`src/rtl/walk_pkg.sv`:
```
// Shared definitions for the walk-request bank: arbiter state encoding and
// default sizing constants used by the top level and the per-channel latch.
// No ports; imported with `import walk_pkg::*`.
package walk_pkg;

    // Arbiter states: waiting for a request, offering a grant, serviced and
    // waiting for the sequencer to clear the granted channel.
    typedef enum logic [1:0] {
        IDLE     = 2'd0,
        OFFER    = 2'd1,
        WAIT_CLR = 2'd2
    } arb_state_e;

    localparam int DEF_NUM_CH   = 4;
    localparam int DEF_DEBOUNCE = 3;

    // Debounce counter width; enough for DEBOUNCE up to 15.
    localparam int CNT_W = 4;

endpackage

```
`src/rtl/walk_request_bank_if.sv`:
```
// Bundle of button, clear, grant-handshake and status signals between the
// synchroniser/sequencer side (master) and the walk-request bank (slave).
// Ports: wr_sync, wr_reset, svc_ready toward the bank; wr_out, grant_*,
// pending_cnt from the bank.
interface walk_request_bank_if #(
    parameter int NUM_CH = 4
);
    localparam int ID_W = $clog2(NUM_CH);

    logic [NUM_CH-1:0] wr_sync;
    logic [NUM_CH-1:0] wr_reset;
    logic              svc_ready;
    logic [NUM_CH-1:0] wr_out;
    logic              grant_valid;
    logic [ID_W-1:0]   grant_id;
    logic              grant_busy;
    logic [ID_W:0]     pending_cnt;

    modport master (
        output wr_sync, wr_reset, svc_ready,
        input  wr_out, grant_valid, grant_id, grant_busy, pending_cnt
    );

    modport slave (
        input  wr_sync, wr_reset, svc_ready,
        output wr_out, grant_valid, grant_id, grant_busy, pending_cnt
    );

endinterface

```
`src/rtl/walk_debounce_latch.sv`:
```
// One pedestrian channel: debounce counter, armed flag and latched request bit.
// Ports: clk, rst_i (sync active-high), wr_sync_i (button level),
// wr_reset_i (clear), wr_out_o (latched request).
module walk_debounce_latch
    import walk_pkg::*;
#(
    parameter int DEBOUNCE = DEF_DEBOUNCE
) (
    input  logic clk,
    input  logic rst_i,
    input  logic wr_sync_i,
    input  logic wr_reset_i,
    output logic wr_out_o
);

    logic [CNT_W-1:0] cnt_q, cnt_d;
    logic             armed_q, armed_d;
    logic             wr_q, wr_d;
    logic             set_w;

    always_comb begin
        cnt_d   = cnt_q;
        armed_d = armed_q;
        set_w   = 1'b0;
        if (!wr_sync_i) begin
            // Any low cycle restarts the count and re-arms the channel.
            cnt_d   = '0;
            armed_d = 1'b1;
        end else if (armed_q) begin
            if (cnt_q == CNT_W'(DEBOUNCE - 1)) begin
                // DEBOUNCE-th consecutive high cycle: latch once, then disarm
                // so a held button cannot re-trigger.
                set_w   = 1'b1;
                armed_d = 1'b0;
                cnt_d   = '0;
            end else begin
                cnt_d = cnt_q + CNT_W'(1);
            end
        end
        // A fresh press beats a simultaneous clear so it is never lost.
        wr_d = set_w | (wr_q & ~wr_reset_i);
    end

    always_ff @(posedge clk) begin
        if (rst_i) begin
            cnt_q   <= '0;
            armed_q <= 1'b1;
            wr_q    <= 1'b0;
        end else begin
            cnt_q   <= cnt_d;
            armed_q <= armed_d;
            wr_q    <= wr_d;
        end
    end

    assign wr_out_o = wr_q;

endmodule

```
`src/rtl/walk_request_bank.sv`:
```
// NUM_CH debounced walk-request latches plus a round-robin arbiter that offers
// one pending channel at a time to the light sequencer.
// Ports: clk, g_reset (sync active-high), bus (walk_request_bank_if.slave).
module walk_request_bank
    import walk_pkg::*;
#(
    parameter int NUM_CH   = DEF_NUM_CH,
    parameter int DEBOUNCE = DEF_DEBOUNCE
) (
    input  logic                  clk,
    input  logic                  g_reset,
    walk_request_bank_if.slave    bus
);

    localparam int ID_W = $clog2(NUM_CH);

    logic [NUM_CH-1:0] wr_out_w;

    // ---------------- per-channel latches ----------------
    for (genvar g = 0; g < NUM_CH; g++) begin : g_ch
        walk_debounce_latch #(
            .DEBOUNCE (DEBOUNCE)
        ) u_latch (
            .clk        (clk),
            .rst_i      (g_reset),
            .wr_sync_i  (bus.wr_sync[g]),
            .wr_reset_i (bus.wr_reset[g]),
            .wr_out_o   (wr_out_w[g])
        );
    end

    // ---------------- pending count ----------------
    logic [ID_W:0] pending_w;

    always_comb begin
        pending_w = '0;
        for (int i = 0; i < NUM_CH; i++) begin
            pending_w = pending_w + (ID_W+1)'(wr_out_w[i]);
        end
    end

    // ---------------- round-robin pick ----------------
    arb_state_e      state_q, state_d;
    logic [ID_W-1:0] grant_id_q, grant_id_d;
    logic [ID_W-1:0] last_q, last_d;
    logic            pick_vld;
    logic [ID_W-1:0] pick_id;
    logic [ID_W:0]   cand;

    // Scan offsets from farthest to nearest so the channel closest after
    // last_grant is the final (winning) assignment.
    always_comb begin
        pick_vld = 1'b0;
        pick_id  = '0;
        cand     = '0;
        for (int k = NUM_CH; k >= 1; k--) begin
            cand = {1'b0, last_q} + (ID_W+1)'(k);
            if (cand >= (ID_W+1)'(NUM_CH)) begin
                cand = cand - (ID_W+1)'(NUM_CH);
            end
            if (wr_out_w[cand[ID_W-1:0]]) begin
                pick_vld = 1'b1;
                pick_id  = cand[ID_W-1:0];
            end
        end
    end

    // ---------------- arbiter FSM ----------------
    always_comb begin
        state_d    = state_q;
        grant_id_d = grant_id_q;
        last_d     = last_q;
        unique case (state_q)
            IDLE: begin
                if (pick_vld) begin
                    grant_id_d = pick_id;
                    state_d    = OFFER;
                end
            end
            OFFER: begin
                if (bus.svc_ready) begin
                    state_d = WAIT_CLR;
                end else if (bus.wr_reset[grant_id_q]) begin
                    // Cleared elsewhere before acceptance: withdraw the offer
                    // without advancing the round-robin pointer.
                    state_d = IDLE;
                end
            end
            WAIT_CLR: begin
                if (bus.wr_reset[grant_id_q]) begin
                    last_d  = grant_id_q;
                    state_d = IDLE;
                end
            end
            default: state_d = IDLE;
        endcase
    end

    always_ff @(posedge clk) begin
        if (g_reset) begin
            state_q    <= IDLE;
            grant_id_q <= '0;
            last_q     <= ID_W'(NUM_CH - 1);
        end else begin
            state_q    <= state_d;
            grant_id_q <= grant_id_d;
            last_q     <= last_d;
        end
    end

    assign bus.wr_out      = wr_out_w;
    assign bus.pending_cnt = pending_w;
    assign bus.grant_valid = (state_q == OFFER);
    assign bus.grant_busy  = (state_q == WAIT_CLR);
    assign bus.grant_id    = grant_id_q;

endmodule

```
`src/flat_wrapper.sv`:
```
// flat-port wrapper written by rule: the top's interface ports become plain ports
module walk_request_bank_flat import walk_pkg::*;
#(
    parameter int NUM_CH   = DEF_NUM_CH,
    parameter int DEBOUNCE = DEF_DEBOUNCE
)
  (clk, g_reset, bus_wr_sync, bus_wr_reset, bus_svc_ready, bus_wr_out, bus_grant_valid, bus_grant_id, bus_grant_busy, bus_pending_cnt);
  walk_request_bank_if #(.NUM_CH(NUM_CH)) bus_i ();
  input  logic clk;
  input  logic g_reset;
  input wire logic [$bits(bus_i.wr_sync)-1:0] bus_wr_sync;
  input wire logic [$bits(bus_i.wr_reset)-1:0] bus_wr_reset;
  input wire logic [$bits(bus_i.svc_ready)-1:0] bus_svc_ready;
  output wire logic [$bits(bus_i.wr_out)-1:0] bus_wr_out;
  output wire logic [$bits(bus_i.grant_valid)-1:0] bus_grant_valid;
  output wire logic [$bits(bus_i.grant_id)-1:0] bus_grant_id;
  output wire logic [$bits(bus_i.grant_busy)-1:0] bus_grant_busy;
  output wire logic [$bits(bus_i.pending_cnt)-1:0] bus_pending_cnt;
  assign bus_i.wr_sync = bus_wr_sync;
  assign bus_i.wr_reset = bus_wr_reset;
  assign bus_i.svc_ready = bus_svc_ready;
  assign bus_wr_out = bus_i.wr_out;
  assign bus_grant_valid = bus_i.grant_valid;
  assign bus_grant_id = bus_i.grant_id;
  assign bus_grant_busy = bus_i.grant_busy;
  assign bus_pending_cnt = bus_i.pending_cnt;
  walk_request_bank #(.NUM_CH(NUM_CH), .DEBOUNCE(DEBOUNCE)) u_core (.clk(clk), .g_reset(g_reset), .bus(bus_i));
endmodule
```
`config.mk`:
```
export PLATFORM = sky130hd
export DESIGN_NAME = walk_request_bank_flat
export DESIGN_NICKNAME = d
export VERILOG_FILES = /design/src/rtl/walk_pkg.sv /design/src/rtl/walk_request_bank_if.sv /design/src/rtl/walk_debounce_latch.sv /design/src/rtl/walk_request_bank.sv /design/src/flat_wrapper.sv
export SDC_FILE = /design/constraint.sdc
export NUM_CORES = 1
export LEC_CHECK = 0
export ABC_AREA = 1
export BUFFER_PORTS_ARGS = -buffer_cell sky130_fd_sc_hd__buf_2
export CELL_PAD_IN_SITES_DETAIL_PLACEMENT = 0
export CELL_PAD_IN_SITES_GLOBAL_PLACEMENT = 1
export CORE_UTILIZATION = 30
export CTS_BUF_LIST = sky130_fd_sc_hd__clkbuf_2 sky130_fd_sc_hd__clkbuf_4 sky130_fd_sc_hd__clkbuf_8
export CTS_CLUSTER_SIZE = 12
export DETAILED_ROUTE_END_ITERATION = 10
export GPL_TIMING_DRIVEN = 0
export PLACE_DENSITY_LB_ADDON = 0.1
export SYNTH_ARGS = -nofsm -noshare
export SYNTH_HDL_FRONTEND = slang
export SYNTH_SLANG_ARGS = --single-unit
```
`constraint.sdc`:
```
create_clock -name clk -period 1.46 [get_ports clk]
set_input_delay 0.073 -clock clk [delete_from_list [all_inputs] [get_ports clk]]
set_output_delay 0.073 -clock clk [all_outputs]
set_load 0.01 [all_outputs]
```
==> qor.csv <==
metric,value,unit
status,"complete, but fails checks",
violations,negative setup slack,
grt_use_met2,20.4,%
core_region_area,4750,um^2
critPathRequiredTime,1.39,ns
rsz0062_at_grt,true,
postSynthAreaPerCell,7.11,um^2
grt_pass1_vias,1220,
drt_iter0_drc,53,
grtUsageMet3,4.42,%
path_clk_slew,0.06,ns
numCtsBuffers,5,
die_w,72.7,um
worstRegToRegCells,12,
synth_nets,225,
power_density,922,nW/um^2
fmax,604,MHz
drv_cap,0,
final_cell_area,1940,um^2
grt_max_degree,10,
diodes,0,
p_seq_share,48.5,%
wl_per_cell,10.3,um
die-height,72.7,um
ys_ff_latch,30,
cts_num_sinks,30,
busiest_layer,met2,
hp-class,input pin to register,
ant_nets,0,
p_comb_share,12.1,%
drive_above_1_share,24.9,%
worstSetupPathType,register to output pin,
hold_depth,2,
fp-row-count,25,
gp_congestion,0.723,
ys_seq_area_share,40.0,%
r2r_start,u_core.g_ch[0].u_latch.wr_out_o,
synth_warnings,0,
syn-cell-area,1500,um^2
layout_common_cells,"nand2_1, inv_1, dfxtp_1, buf_2",
worst_pin_slew,0.286,ns
hold_start,bus_wr_reset[1],
fin_skew,0.00875,ns
worstSkewPairLatency,0.28,ns
fin_tns_setup,-0.383,ns
grt-ovfl-total,0,
vdd_drop_max,566,uV
pwr-share-clk,39.5,%
post_dp_cell_area,1680,um^2
drcViolationCount,0,
syn2layout_area_growth,29.3,%
portBuffers,20,
reg2reg_setup_slack,0,ns
grt_usage,13.8,%
cts-root-buf,clkbuf_8,
grtUsageMet1,18.5,%
ys_types,28,
antenna_found_initial,0,
period_minus_slack,1.66,ns
power_leakage,0.910,nW
final-hold-violation-count,0,
critPathLaunchType,register,
dieArea,5290,um^2
ios,22,
route.final.wire_length,3240,um
mostFrequentLayoutCell,nand2_1,
hold_end,u_core.g_ch[1].u_latch.wr_out_o,
cts-htree-levels,2,
hpwlAfterDp,2440,um
num_vias,1372,
p_sw_share,25.4,%
internal-power,0.00133,W
worst_setup_path_end_kind,output pin,
grt_first_pass_wirelength,5510,um
total_power,0.00179,W
slew_violations,0,
critPathMaxFanout,3,
setup_viol,3,
cts_tree,built,
clockBufferDepth,2,
maxSlewHeadroom,80.9,%
initial_core_util,31.6,%
p_switching,0.000455,W
drt-pass1-iter-count,4,
num-fill-cells,517,
r2r_end,u_core.bus.grant_id[0],
crit_start,u_core.g_ch[1].u_latch.wr_out_o,
vias_per_cell,4.34,
fin_crit_sh,113,%
postLayoutSetupSlackWorst,-0.196,ns
critPathArrivalTime,1.58,ns
fin_nets,262,
synth_cells,211,
-- power by group through the flow --
stage / registers (W) / logic (W) / clock network, W
detailed placement: 0.000885 / 0.000187 / 0
global route: 0.000871 / 0.000247 / 0.000771
global placement: 0.000886 / 0.000191 / 0
floorplan: 0.000882 / 0.000134 / 0
finish: 0.000867 / 0.000216 / 0.000706
CTS: 0.000866 / 0.000199 / 0.000729
-- cells in the mapped netlist, drive strengths merged --
library cell / n / area [um^2]
fa: 1 / 20.0
o31ai: 4 / 30.0
o21a: 1 / 7.51
ha: 2 / 25.0
nand3b: 3 / 22.5
buf: 6 / 46.3
inv: 40 / 155
a211oi: 4 / 30.0
nor3: 6 / 35.0
nand3: 7 / 35.0
o21ai: 15 / 78.8
a22oi: 1 / 7.51
dfxtp: 30 / 601
nand2: 55 / 221
nand4: 3 / 18.8
a21oi: 13 / 68.8
nor2: 13 / 51.3
a31oi: 5 / 31.3
o211ai: 2 / 15.0
-- repair_timing --
action | in CTS | in global routing
resized for setup | 10 | 8
endpoints found under the setup margin | 3 | 5
hold endpoints to repair | 2 | 1
pin swaps | 3 | 9
buffers inserted | 1 | 6
hold buffers | 2 | 1
-- routing by layer --
metal,vias to the layer above,routed length (um)
met5,-,0
met4,0,55
met3,6,109
met2,22,1360
met1,593,1720
li1,751,-
-- registers in the layout (all words and copies together), names as in the netlist --
register,count
u_core.bus.grant_id,2
u_core.state_q,2
u_core.last_q,2
u_core.g_ch.u_latch.armed_q,4
u_core.g_ch.u_latch.wr_out_o,4
u_core.g_ch.u_latch.cnt_q,16
-- stage by stage --
| stage | worst slack, ns | cells | hold slack (ns) | utilization (%) |
|---|---|---|---|---|
| floorplan | 0.0453 | 211 | 0.176 | - |
| global placement | -0.137 | 298 | 0.284 | 35.4 |
| detailed placement | -0.153 | 298 | 0.284 | 35.4 |
| CTS | -0.252 | 309 | 0.000773 | 39.2 |
| global route | -0.253 | 316 | 0.000142 | 40.8 |
| finish | -0.196 | 316 | 0.00183 | 40.8 |
-- critical path: stages (launching register included) --
cell and delay (ns):
dfxtp_2 0.34, ha_4 0.24, fa_2 0.35, ha_4 0.28, buf_6 0.09
-- layout make-up --
cell class | instances | area [um^2] | share of cell area (%)
multi-input combinational | 135 | 743 | 38.3
sequential | 30 | 608 | 31.4
clock inverter | 1 | 5.00 | 0.258
inverter | 40 | 158 | 8.13
timing repair buffer | 30 | 205 | 10.6
buffer | 6 | 46.3 | 2.39
tap | 67 | 83.8 | 4.32
clock buffer | 7 | 90.1 | 4.65
-- worst max-delay path by stage --
stage | endpoint | slack [ns] | depth (start not counted)
5_1_grt | bus_pending_cnt[1] | -0.25 | 4
4_1_cts | bus_pending_cnt[1] | -0.25 | 4
2_1_floorplan | bus_pending_cnt[1] | 0.05 | 3
3_5_place_dp | bus_pending_cnt[1] | -0.15 | 4
3_3_place_gp | bus_pending_cnt[1] | -0.14 | 4
6_report | bus_pending_cnt[1] | -0.20 | 4
-- kinds of logic (layout without fill, tap and decap cells) --
| family | Yosys count | after routing | synth area share, % |
|---|---|---|---|
| AND/OR/NAND/NOR | 87 | 87 | 25.6 |
| buffers and inverters | 46 | 84 | 13.4 |
| AO/OA/AOI/OAI | 45 | 45 | 17.9 |
| flip-flops | 30 | 30 | 40.0 |
| adder cells (fa/ha/maj) | 3 | 3 | 3.00 |
Note: power is estimated with default switching activity, not from simulation.
